`src/rtl/traffic_light_ctrl_param_if.sv`:
```
// Lamp/sensor bundle between the intersection top level and the light controller.
// The controller uses the slave view; whoever drives sensors and timebase uses master.
interface traffic_light_ctrl_param_if;
    logic       tick_en;
    logic       C;
    logic       ped_req;
    logic       emerg;
    logic [2:0] light_highway;
    logic [2:0] light_farm;
    logic       ped_walk;
    logic [2:0] state_o;

    modport master (
        output tick_en,
        output C,
        output ped_req,
        output emerg,
        input  light_highway,
        input  light_farm,
        input  ped_walk,
        input  state_o
    );

    modport slave (
        input  tick_en,
        input  C,
        input  ped_req,
        input  emerg,
        output light_highway,
        output light_farm,
        output ped_walk,
        output state_o
    );
endinterface

```
`src/rtl/traffic_light_ctrl_param.sv`:
```
// Highway/farm-road light controller with tick-based phase timer, latched pedestrian
// demand, all-red clearance and emergency all-red override. Lamps are registered off the state.
module traffic_light_ctrl_param #(
    parameter int unsigned CNT_W          = 8,
    parameter int unsigned HW_GREEN_MIN   = 8,
    parameter int unsigned FARM_GREEN_MAX = 6,
    parameter int unsigned YELLOW_T       = 3,
    parameter int unsigned ALL_RED_T      = 2
) (
    input  logic                        clk,
    input  logic                        rst_n,
    traffic_light_ctrl_param_if.slave   bus
);

    localparam logic [CNT_W-1:0] L_HW_MIN_LAST = CNT_W'(HW_GREEN_MIN - 1);
    localparam logic [CNT_W-1:0] L_FM_MAX_LAST = CNT_W'(FARM_GREEN_MAX - 1);
    localparam logic [CNT_W-1:0] L_YEL_LAST    = CNT_W'(YELLOW_T - 1);
    localparam logic [CNT_W-1:0] L_AR_LAST     = CNT_W'(ALL_RED_T - 1);
    localparam logic [CNT_W-1:0] L_TMR_MAX     = '1;

    localparam logic [2:0] LAMP_RED = 3'b100;
    localparam logic [2:0] LAMP_YEL = 3'b010;
    localparam logic [2:0] LAMP_GRN = 3'b001;

    typedef enum logic [2:0] {
        S_HW_G   = 3'd0,
        S_HW_Y   = 3'd1,
        S_RED1   = 3'd2,
        S_FM_G   = 3'd3,
        S_FM_Y   = 3'd4,
        S_RED2   = 3'd5,
        S_EMERG  = 3'd6,
        S_UNUSED = 3'd7
    } state_t;

    state_t           r_state;
    state_t           w_next;
    logic [CNT_W-1:0] r_timer;
    logic             r_ped_pend;

    logic [2:0]       r_light_hw;
    logic [2:0]       r_light_fm;
    logic             r_ped_walk;
    logic [2:0]       r_state_o;

    logic [2:0]       w_light_hw;
    logic [2:0]       w_light_fm;
    logic             w_ped_walk;

    logic             w_tick;
    logic             w_hw_min_done;
    logic             w_fm_max_exp;
    logic             w_yel_exp;
    logic             w_ar_exp;
    logic             w_timer_clr;
    logic             w_fm_entry;

    assign w_tick        = bus.tick_en;
    assign w_hw_min_done = w_tick && (r_timer >= L_HW_MIN_LAST);
    assign w_fm_max_exp  = w_tick && (r_timer == L_FM_MAX_LAST);
    assign w_yel_exp     = w_tick && (r_timer == L_YEL_LAST);
    assign w_ar_exp      = w_tick && (r_timer == L_AR_LAST);

    // State register
    always_ff @(posedge clk or negedge rst_n) begin
        if (!rst_n) begin
            r_state <= S_HW_G;
        end else begin
            r_state <= w_next;
        end
    end

    // Next-state and lamp decode; emergency overrides every phase
    always_comb begin
        w_next     = r_state;
        w_light_hw = LAMP_RED;
        w_light_fm = LAMP_RED;
        w_ped_walk = 1'b0;

        case (r_state)
            S_HW_G: begin
                w_light_hw = LAMP_GRN;
                if (w_hw_min_done && (bus.C || r_ped_pend)) begin
                    w_next = S_HW_Y;
                end
            end
            S_HW_Y: begin
                w_light_hw = LAMP_YEL;
                if (w_yel_exp) begin
                    w_next = S_RED1;
                end
            end
            S_RED1: begin
                if (w_ar_exp) begin
                    w_next = S_FM_G;
                end
            end
            S_FM_G: begin
                w_light_fm = LAMP_GRN;
                w_ped_walk = 1'b1;
                if ((w_tick && !bus.C) || w_fm_max_exp) begin
                    w_next = S_FM_Y;
                end
            end
            S_FM_Y: begin
                w_light_fm = LAMP_YEL;
                if (w_yel_exp) begin
                    w_next = S_RED2;
                end
            end
            S_RED2: begin
                if (w_ar_exp) begin
                    w_next = S_HW_G;
                end
            end
            S_EMERG: begin
                w_next = S_RED2;
            end
            default: begin
                w_next = S_RED2;
            end
        endcase

        if (bus.emerg) begin
            w_next = S_EMERG;
        end
    end

    assign w_timer_clr = bus.emerg || (w_next != r_state);
    assign w_fm_entry  = (w_next == S_FM_G) && (r_state != S_FM_G);

    // Phase timer: restarts on every phase change, saturates instead of wrapping
    always_ff @(posedge clk or negedge rst_n) begin
        if (!rst_n) begin
            r_timer <= '0;
        end else if (w_timer_clr) begin
            r_timer <= '0;
        end else if (w_tick && (r_timer != L_TMR_MAX)) begin
            r_timer <= r_timer + CNT_W'(1);
        end
    end

    // Pedestrian demand latch; entering farm green consumes it even if a new request coincides
    always_ff @(posedge clk or negedge rst_n) begin
        if (!rst_n) begin
            r_ped_pend <= 1'b0;
        end else if (w_fm_entry) begin
            r_ped_pend <= 1'b0;
        end else if (bus.ped_req) begin
            r_ped_pend <= 1'b1;
        end
    end

    // Output registers
    always_ff @(posedge clk or negedge rst_n) begin
        if (!rst_n) begin
            r_light_hw <= LAMP_GRN;
            r_light_fm <= LAMP_RED;
            r_ped_walk <= 1'b0;
            r_state_o  <= 3'd0;
        end else begin
            r_light_hw <= w_light_hw;
            r_light_fm <= w_light_fm;
            r_ped_walk <= w_ped_walk;
            r_state_o  <= r_state;
        end
    end

    assign bus.light_highway = r_light_hw;
    assign bus.light_farm    = r_light_fm;
    assign bus.ped_walk      = r_ped_walk;
    assign bus.state_o       = r_state_o;

    // Conflicting greens/yellows must never reach the lamps
    a_no_conflict: assert property (@(posedge clk) disable iff (!rst_n)
        (r_light_hw == LAMP_RED) || (r_light_fm == LAMP_RED));

endmodule

```
`src/flat_wrapper.sv`:
```
// flat-port wrapper written by rule: the top's interface ports become plain ports
module traffic_light_ctrl_param_flat 
#(
    parameter int unsigned CNT_W          = 8,
    parameter int unsigned HW_GREEN_MIN   = 8,
    parameter int unsigned FARM_GREEN_MAX = 6,
    parameter int unsigned YELLOW_T       = 3,
    parameter int unsigned ALL_RED_T      = 2
)
  (clk, rst_n, bus_tick_en, bus_C, bus_ped_req, bus_emerg, bus_light_highway, bus_light_farm, bus_ped_walk, bus_state_o);
  traffic_light_ctrl_param_if bus_i ();
  input  logic clk;
  input  logic rst_n;
  input wire logic [$bits(bus_i.tick_en)-1:0] bus_tick_en;
  input wire logic [$bits(bus_i.C)-1:0] bus_C;
  input wire logic [$bits(bus_i.ped_req)-1:0] bus_ped_req;
  input wire logic [$bits(bus_i.emerg)-1:0] bus_emerg;
  output wire logic [$bits(bus_i.light_highway)-1:0] bus_light_highway;
  output wire logic [$bits(bus_i.light_farm)-1:0] bus_light_farm;
  output wire logic [$bits(bus_i.ped_walk)-1:0] bus_ped_walk;
  output wire logic [$bits(bus_i.state_o)-1:0] bus_state_o;
  assign bus_i.tick_en = bus_tick_en;
  assign bus_i.C = bus_C;
  assign bus_i.ped_req = bus_ped_req;
  assign bus_i.emerg = bus_emerg;
  assign bus_light_highway = bus_i.light_highway;
  assign bus_light_farm = bus_i.light_farm;
  assign bus_ped_walk = bus_i.ped_walk;
  assign bus_state_o = bus_i.state_o;
  traffic_light_ctrl_param #(.CNT_W(CNT_W), .HW_GREEN_MIN(HW_GREEN_MIN), .FARM_GREEN_MAX(FARM_GREEN_MAX), .YELLOW_T(YELLOW_T), .ALL_RED_T(ALL_RED_T)) u_core (.clk(clk), .rst_n(rst_n), .bus(bus_i));
endmodule
```
`config.mk`:
```
export PLATFORM = sky130hd
export DESIGN_NAME = traffic_light_ctrl_param_flat
export DESIGN_NICKNAME = d
export VERILOG_FILES = /design/src/rtl/traffic_light_ctrl_param_if.sv /design/src/rtl/traffic_light_ctrl_param.sv /design/src/flat_wrapper.sv
export SDC_FILE = /design/constraint.sdc
export NUM_CORES = 1
export LEC_CHECK = 0
export BUFFER_PORTS_ARGS = -buffer_cell sky130_fd_sc_hd__buf_2
export CAP_MARGIN = 20
export CORE_ASPECT_RATIO = 1.4
export CORE_MARGIN = 1.5
export CORE_UTILIZATION = 63
export CTS_BUF_LIST = sky130_fd_sc_hd__clkbuf_4
export DETAILED_ROUTE_END_ITERATION = 8
export PLACE_DENSITY_LB_ADDON = 0.3
export SLEW_MARGIN = 10
export SYNTH_ARGS = -nofsm -noshare
export SYNTH_HDL_FRONTEND = slang
export SYNTH_SLANG_ARGS = --single-unit
export TNS_END_PERCENT = 10
```
`constraint.sdc`:
```
create_clock -name clk -period 4.7 [get_ports clk]
set_clock_uncertainty 0.1 [all_clocks]
set_input_delay 0 -clock clk [delete_from_list [all_inputs] [get_ports clk]]
set_output_delay 0 -clock clk [all_outputs]
set_load 0.02 [all_outputs]
```
==> run metrics <==
status complete, no violations; TritonRoute pass-1 iters 4; I/O Pins 16; Sink Count 21; reg-to-reg slack, setup 2.76 ns; Tightest Hold Check Type in -> async; Max Clock Freq 516.0 MHz; Buffers on Ports 15; worst vdd ir 0.1955 mV; H-tree lvl count 1; Nets between 100 and 150; CTS Buf Count 3; Syn Area/Cell 9.776 um2; routability congestion estimate 0.8984; Yosys Warn Count 0; Max Cap Viol 0; vias a little over 900; Clk pin slew, worst setup/hold paths 0.12 ns; nature of the critical path startpoint flip-flop; Post-Syn Area 1154 um2; Reg-to-Reg Start u_core.r_timer[0]; row count 18; largest net degree at the start of global routing 22; Vias/cell ~5.9; starting density of the core 66.52%; multi-input logic area 584.3 um2; Critical Path Max Stage Delay 0.45 ns; core area 1734 um2; RR Endpoint u_core.r_timer[1]; register area share after synthesis 45.77%; GRT Overall Usage a little over a quarter; Top FF cell, synth dfrtp_1; crit-path cells ha_1 > and4bb_4 > and3_4 > or2_4 > a21oi_4 > a22oi_4 > a211oi_2; Worst path slowest cell dfrtp_1; critical path startpoint u_core.r_timer[0]; first-pass GRT wire length 3788 um; total routed wirelength 2247 um; CTS tree built; DRC Markers 0; ratio of cells with drive above 1 in the final layout 21.48%; final period utilization 41.23%; CP Max Fanout 7; die area 2100 um2; Crit path required time 4.84 ns; critical path class reg -> reg; HPWL Detailed about 1600 um; ys async rst share between 90% and 100%; number of global-route vias before repair 924; Synth cell types 40; leakage 0.5767 nW; die height 53.63 um; CTS Root Cell clkbuf_4; fillers 130; WL/cell 14.50 um; post-cts sizing count 0; largest buffer count on any clock path 2; dpl cells 148; Fin. Hold Viols 0; Area Overhead vs Synth 11.39%; Seq cells post-synth 21; 1st-iter DRT viols 9; Slew @ Worst Pin 0.4891 ns; setup TNS 0 ns; clk_lat worst skew around 0.31 ns; FF/Latch Area 528.0 um2; R2R cell count 7; width of the die ~40 um; Critical Path AT around 2.1 ns; RSZ-0062 raised after global routing false; Tmin final 1.938 ns; final slew viol count 0; Syn Nets 127; # diodes 0; number of synthesized flops with an enable pin 0; # Post-CTS Setup Buffers 0; Slew headroom 67.27%; DRT antenna net count 0; Finished Layout Cells 155; synthesized instance count between 100 and 150; Final Power around 0.33 mW; Critical Path End u_core.r_timer[1]; P per Cell Area 255.4 nW/um2; Critical Path End Type flip-flop; GRT Residual Overflow 0; initial antenna violation count 0; final setup violation count 0
==> report_power, final <==
part | leakage (nW) | switching (mW) | internal (mW)
clock network | 0.0177 | 0.0577 | 0.0318
registers | 0.256 | 0.00736 | 0.187
logic | 0.303 | 0.0260 | 0.0183
==> worst min-delay path by stage <==
stage	start	endpoint	slack (ns)	depth (start not counted)
after floorplan	rst_n	u_core.bus.light_farm[0]	-0.40	0
after detailed placement	rst_n	u_core.bus.state_o[0]	-0.13	1
final	rst_n	u_core.bus.state_o[1]	0.06	2
after global routing	rst_n	u_core.r_state[0]	0.1	2
after global placement	rst_n	u_core.bus.state_o[2]	-0.14	1
after CTS	rst_n	u_core.r_state[0]	0.06	2
==> stage by stage <==
step	utilization, %	setup WS, ns	cell area, um2	hold WS [ns]
after global placement	70.78	2.828	1227	-0.1371
after global routing	74.10	2.538	1285	0.09961
after CTS	74.10	2.745	1285	0.05984
final	74.10	2.762	1285	0.05832
after detailed placement	70.78	2.777	1227	-0.1256
after floorplan	-	2.886	1154	-0.3956
==> synthesized netlist by cell type (2+ instances only) <==
| master | instances | share of area (%) |
|---|---|---|
| nor2_1 | 21 | 6.8 |
| dfrtp_1 | 19 | 41 |
| a21oi_1 | 6 | 2.6 |
| nand2_1 | 6 | 2.0 |
| nor2b_1 | 5 | 2.7 |
| inv_1 | 4 | 1.3 |
| nand3_1 | 4 | 1.7 |
| a31oi_1 | 3 | 1.6 |
| and2_1 | 3 | 1.6 |
| buf_2 | 3 | 1.3 |
| ha_1 | 3 | 3.3 |
| nand2b_1 | 3 | 1.6 |
| nand4_1 | 3 | 1.6 |
| xor2_1 | 3 | 2.3 |
| a22oi_1 | 2 | 1.3 |
| and3_1 | 2 | 1.1 |
| dfstp_2 | 2 | 4.6 |
| nor3_1 | 2 | 0.87 |
| o21ai_0 | 2 | 0.87 |
| o21bai_1 | 2 | 1.3 |
==> placed cells by master, fill, tap and decap left out, types with 2 or more instances in the layout <==
cell           netlist  routed
a21oi_1              6       6
a22oi_1              2       2
a31oi_1              3       3
and2_1               3       3
and3_1               2       2
buf_2                3      15
clkbuf_4             0       3
dfrtp_1             19      19
dfstp_2              2       2
dlygate4sd3_1        0       3
ha_1                 3       3
inv_1                4       4
nand2_1              6       6
nand2b_1             3       3
nand3_1              4       4
nand4_1              3       3
nor2_1              21      21
nor2b_1              5       5
nor3_1               2       2
o21ai_0              2       2
o21bai_1             2       2
xor2_1               3       3
==> repair_timing <==
action,CTS,global route
setup endpoints to repair,0,0
endpoints found under the hold margin,25,0
hold buffers,3,0
==> state kept, by name, indices dropped and copies added, names as in the netlist <==
register                  cells
u_core.r_timer                8
u_core.bus.light_farm         3
u_core.bus.light_highway      3
u_core.bus.state_o            3
u_core.r_state                3
u_core.r_ped_pend             1
==> worst max-delay path, delay by kind of cell (launching register included) <==
kind | cells | cell delay (ns)
AOI/OAI and AO/OA | 3 | 0.44
DFF | 1 | 0.45
adders and majority gates | 1 | 0.22
and+or+nand+nor | 3 | 0.65
==> per-layer routing <==
layer | vias to the layer above | track usage [%] | routed length (um)
met5 | - | 0 | 0
met2 | 19 | 48.33 | 1231
met1 | 436 | 27.93 | 893
met3 | 4 | 1.240 | 67
li1 | 449 | - | -
met4 | 0 | 15.52 | 55
==> layout make-up <==
cell class / instances / area share (%)
Clock inverter: 1 / 0.3895
Inverter: 4 / 1.168
Tap cell: 20 / 1.947
Clock buffer: 3 / 1.753
Multi-Input combinational cell: 88 / 45.47
Timing Repair Buffer: 18 / 8.179
Sequential cell: 21 / 41.09
==> kinds of logic (layout without fill, tap and decap cells) <==
| group | count (synthesis) | in the layout | synth area share, % |
|---|---|---|---|
| simple gates | 58 | 58 | 28.42 |
| flops | 21 | 21 | 45.77 |
| xor+xnor | 4 | 4 | 3.037 |
| buf+inv | 9 | 26 | 3.578 |
| compound gates | 23 | 23 | 15.94 |
| fa+ha+maj | 3 | 3 | 3.254 |
No activity file was read; power rests on OpenSTA's default activity.
